[src/rtl/seq_mul_unit.sv]
// Iterative shift-add multiplier (signed MULT / unsigned MULTU) with a start/busy/done handshake.
// The 2*WIDTH-bit result is {HI, LO}; one partial-product step is taken per cycle, with no early exit.
module seq_mul_unit #(
    parameter int unsigned WIDTH = 32,
    parameter logic [5:0]  MULT  = 6'b011000,
    parameter logic [5:0]  MULTU = 6'b011001
) (
    input  logic                 clk,
    input  logic                 reset,
    input  logic                 start,
    input  logic [5:0]           Signal,
    input  logic [WIDTH-1:0]     dataA,
    input  logic [WIDTH-1:0]     dataB,
    output logic                 busy,
    output logic                 done,
    output logic [2*WIDTH-1:0]   dataOut
);

    localparam int unsigned PW = 2 * WIDTH;
    localparam int unsigned CW = $clog2(WIDTH + 1);

    typedef enum logic [1:0] {
        S_IDLE = 2'd0,
        S_RUN  = 2'd1,
        S_FIX  = 2'd2
    } state_t;

    state_t            r_state;
    state_t            w_state_nxt;
    logic [PW-1:0]     r_mcand;
    logic [PW-1:0]     w_mcand_nxt;
    logic [PW-1:0]     r_acc;
    logic [PW-1:0]     w_acc_nxt;
    logic [PW-1:0]     r_data_out;
    logic [PW-1:0]     w_data_out_nxt;
    logic [WIDTH-1:0]  r_mplier;
    logic [WIDTH-1:0]  w_mplier_nxt;
    logic [CW-1:0]     r_cnt;
    logic [CW-1:0]     w_cnt_nxt;
    logic              r_neg;
    logic              w_neg_nxt;
    logic              r_busy;
    logic              w_busy_nxt;
    logic              r_done;
    logic              w_done_nxt;

    logic              w_is_mult;
    logic              w_is_multu;
    logic              w_accept;
    logic [WIDTH-1:0]  w_abs_a;
    logic [WIDTH-1:0]  w_abs_b;

    assign w_is_mult  = (Signal == MULT);
    assign w_is_multu = (Signal == MULTU);
    assign w_accept   = (r_state == S_IDLE) && start && (w_is_mult || w_is_multu);

    // Unsigned W-bit magnitude: the most negative value maps onto 2^(W-1) without overflow.
    assign w_abs_a = dataA[WIDTH-1] ? (~dataA + WIDTH'(1)) : dataA;
    assign w_abs_b = dataB[WIDTH-1] ? (~dataB + WIDTH'(1)) : dataB;

    // State register
    always_ff @(posedge clk or negedge reset) begin
        if (!reset) begin
            r_state <= S_IDLE;
        end else begin
            r_state <= w_state_nxt;
        end
    end

    // Next-state logic
    always_comb begin
        w_state_nxt = r_state;
        case (r_state)
            S_IDLE:  if (w_accept) w_state_nxt = S_RUN;
            S_RUN:   if (r_cnt == CW'(1)) w_state_nxt = S_FIX;
            S_FIX:   w_state_nxt = S_IDLE;
            default: w_state_nxt = S_IDLE;
        endcase
    end

    // Datapath and output next values
    always_comb begin
        w_mcand_nxt    = r_mcand;
        w_mplier_nxt   = r_mplier;
        w_acc_nxt      = r_acc;
        w_cnt_nxt      = r_cnt;
        w_neg_nxt      = r_neg;
        w_data_out_nxt = r_data_out;
        w_done_nxt     = 1'b0;
        w_busy_nxt     = (w_state_nxt != S_IDLE);
        case (r_state)
            S_IDLE: begin
                if (w_accept) begin
                    w_mcand_nxt  = PW'(w_is_mult ? w_abs_a : dataA);
                    w_mplier_nxt = w_is_mult ? w_abs_b : dataB;
                    w_neg_nxt    = w_is_mult && (dataA[WIDTH-1] ^ dataB[WIDTH-1]);
                    w_acc_nxt    = '0;
                    w_cnt_nxt    = CW'(WIDTH);
                end
            end
            S_RUN: begin
                if (r_mplier[0]) w_acc_nxt = r_acc + r_mcand;
                w_mcand_nxt  = r_mcand << 1;
                w_mplier_nxt = r_mplier >> 1;
                w_cnt_nxt    = r_cnt - CW'(1);
            end
            S_FIX: begin
                w_data_out_nxt = r_neg ? (~r_acc + PW'(1)) : r_acc;
                w_done_nxt     = 1'b1;
            end
            default: ;
        endcase
    end

    // Datapath and output registers
    always_ff @(posedge clk or negedge reset) begin
        if (!reset) begin
            r_mcand    <= '0;
            r_mplier   <= '0;
            r_acc      <= '0;
            r_cnt      <= '0;
            r_neg      <= 1'b0;
            r_data_out <= '0;
            r_done     <= 1'b0;
            r_busy     <= 1'b0;
        end else begin
            r_mcand    <= w_mcand_nxt;
            r_mplier   <= w_mplier_nxt;
            r_acc      <= w_acc_nxt;
            r_cnt      <= w_cnt_nxt;
            r_neg      <= w_neg_nxt;
            r_data_out <= w_data_out_nxt;
            r_done     <= w_done_nxt;
            r_busy     <= w_busy_nxt;
        end
    end

    assign busy    = r_busy;
    assign done    = r_done;
    assign dataOut = r_data_out;

endmodule

[config.mk]
export PLATFORM = sky130hd
export DESIGN_NAME = seq_mul_unit
export DESIGN_NICKNAME = d
export VERILOG_FILES = /design/src/rtl/seq_mul_unit.sv
export SDC_FILE = /design/constraint.sdc
export NUM_CORES = 1
export LEC_CHECK = 0
export CAP_MARGIN = 20
export CORE_UTILIZATION = 61
export CTS_CLUSTER_SIZE = 16
export DETAILED_ROUTE_END_ITERATION = 7
export PLACE_DENSITY = 0.84
export SYNTH_ARGS = -nofsm -noshare
export SYNTH_HDL_FRONTEND = slang
export SYNTH_SLANG_ARGS = --single-unit
[constraint.sdc]
create_clock -name clk -period 5.7 [get_ports clk]
set_clock_uncertainty 0.1 [all_clocks]
set_input_delay 1.71 -clock clk [delete_from_list [all_inputs] [get_ports clk]]
set_output_delay 1.71 -clock clk [all_outputs]
set_load 0.05 [all_outputs]
==> flow_summary.ini <==
[place]
dp_hpwl_mm = 28.66
placed_area_mm2 = 0.01662
gp_congestion = 0.9422
port_buffers = 138

[yosys]
syn-num-nets = 1913
synth_area_mm2 = 0.01505
ys_ff_latch = 235
yosysTopAreaCell = dfrtp_1
ys_seq_area_share_pct = 39.08
syn_inst = 1771
yosys.cell_types.count = 70
synthTopCellsByArea = dfrtp_1 39%, o21ai_0 9.3%, nand2_1 7.0%
yosys_warnings = 0
async_flop_share_pct = 100.0
yosysTopAreaCellShare_pct = 39.08
synth_flop_cell = dfrtp_1
synth-edff-count = 0
syn_avg_cell_area_um2 = 8.498

[sta]
maxSlewViolCount = 0
finalCritPeriodShare_pct = 77.10
timing.setup.tns_ns = 0
fmax_ghz = 0.2276
worstMarginPinSlew_ns = 0.8984
setup_viol = 0
grt_setup_unrepaired = no
hold_ws_ns = 0.3784
hold_viol = 0
min_period_ns = 4.395
relSlewSlack_pct = 39.32

[cts]
htreeDepth = 1
cts-root-buf = clkbuf_16
clockBufferDepth = 3
cts_hold_buf = 0
cts.sinks = 235
cts_resized = 0
cts_buffers = 25
clkLatencyLatePin_ns = 0.53
cts_tree = done
clkTransAtPathRegs_ns = 0.06
cts_setup_buffers = 0

[global_route]
track_usage_pct = 31.33
gr-total-overflow = 0
grt_start_max_net_pins = 119
grt_pass1_wl_mm = 65.21
grt_antenna_before_repair = 1
grt_pass1_vias = 13090

[worst_setup_path]
cp.required_ns = 5.99
rr_endpoint = r_acc[59]
end_kind = flop
r2r_start = r_acc[3]
r2r_cells = 11
cp_max_fo = 4
arrival_ns = 4.69
r2r_slack_ns = 1.70
worst_setup_path_start_kind = primary input
path_class = in2reg

[cells_and_area]
fillCellCount = 1884
final_cell_area_mm2 = 0.01753
area_delta_synth_final_pct = 16.47
antennaDiodeCount = 0
drive_gt1_share_pct = 4.594
final-seq-area_mm2 = 0.005882
layout_commonest_cell = o21ai_0
multi_input_area_mm2 = 0.008682
final_nets = 1995
final_cell_mix = 280 x o21ai_0, 279 x nand2_1, 234 x dfrtp_1, 137 x clkdlybuf4s50_1, 117 x xor2_1

[power]
power.density_mw_per_mm2 = 460.4
vdd_drop_max_uv = 249.4
leakage_nw = 7.641

[routing]
vias = 13700
drtAntennaViolNets = 0
wl_mm = 39.85
vias_per_cell = 6.237
firstDrtPassIters = 5
route.detailed.drc = 0
drt_iter0_markers = 1053
wire_per_inst_um = 18.15

[die]
initial_utilization_pct = 62.06
rows = 57
dieHeight_um = 159.1
dieArea_mm2 = 0.02530
die_x_um = 159.1
fp.coreArea_mm2 = 0.02425
pin_count = 139

[flow_run]
cap_violations = 0

[min_path]
holdPathStages = 2
worstHoldStart = dataOut[62]
min_to = dataOut[62]
min_path_type = reg2reg

[status]
status = finished, final reports clean
-- cells by family (layout without fill, tap and decap cells) --
family / count (synthesis) / after routing / share of synthesized area (%)
and+or+nand+nor: 557 / 557 / 17.34
AOI/OAI and AO/OA: 593 / 593 / 23.84
buffers and inverters: 137 / 238 / 3.467
xor gates and xnor gates: 178 / 178 / 10.36
muxes: 2 / 2 / 0.1330
adders and majority gates: 69 / 69 / 5.787
DFF: 235 / 235 / 39.08
-- area by class of cell --
class / count / area share [%]
inverters: 40 / 0.8566
well taps: 324 / 2.313
multi-input cells: 1399 / 49.53
flip-flops and latches: 235 / 33.56
clock buffers: 33 / 4.026
clock inverters: 13 / 1.021
repair buffers: 152 / 8.694
-- worst max-delay path by stage --
stage,slack [ns],from,cells past startpoint,to
3_5_place_dp,0.81,dataB[8],9,r_mplier[28]
2_1_floorplan,1.56,dataB[8],8,r_mplier[28]
5_1_grt,1.15,dataB[8],9,r_mplier[28]
6_report,1.31,dataB[8],9,r_mplier[28]
4_1_cts,1.35,dataB[8],9,r_mplier[28]
3_3_place_gp,0.86,dataB[8],9,r_mplier[28]
-- report_power, final --
part	internal, mW	total (mW)	switching, mW
Combinational	1.41	3.69	2.27
Sequential	2.09	2.65	0.567
Clock	1.05	1.73	0.677
Total	4.55	8.07	3.52
-- sequential cells by signal, summed over array words and instances, names as in the netlist --
name / flops
busy: 1
dataOut: 64
done: 1
r_acc: 64
r_cnt: 6
r_mcand: 64
r_mplier: 32
r_neg: 1
r_state: 2
-- per-layer routing --
metal	vias up	routed length [µm]	track usage, %
li1	6553	-	-
met4	2	1247	11.10
met3	94	2935	4.064
met1	6520	17430	44.25
met2	528	18230	49.74
met5	-	9	0
-- worst max-delay path, stage by stage --
cell,delay (ns)
clkdlybuf4s50_1,0.45
or3_1,0.41
or4_1,0.43
or3_1,0.39
nor4_1,0.58
nand2_1,0.19
o31ai_1,0.28
xor2_1,0.16
o21ai_0,0.08
-- cell usage after synthesis, drive strengths merged (5+ instances only) --
cell	number
a211oi	5
a21boi	7
a21o	32
a21oi	91
a221o	5
a22oi	60
a31oi	8
and2	5
and3	5
buf	7
clkbuf	90
dfrtp	235
ha	68
inv	40
nand2	280
nand2b	13
nand3	44
nand4	25
nor2	74
nor2b	14
nor3	26
nor4	13
o211ai	8
o21a	7
o21ai	287
o21bai	7
o31ai	34
o41ai	21
or2	8
or3	16
or4	18
xnor2	61
xor2	117
-- metrics by stage --
stage | utilization, % | std cells | total power, mW | setup WS, ns
floorplan | - | 1771 | 5.188 | 1.555
global placement | 68.52 | 2149 | 6.146 | 0.8550
detailed placement | 68.52 | 2149 | 6.239 | 0.8075
CTS | 72.17 | 2195 | 8.012 | 1.351
global route | 72.29 | 2196 | 8.582 | 1.146
finish | 72.29 | 2196 | 8.071 | 1.305
Power figures use the tool's default switching activity.
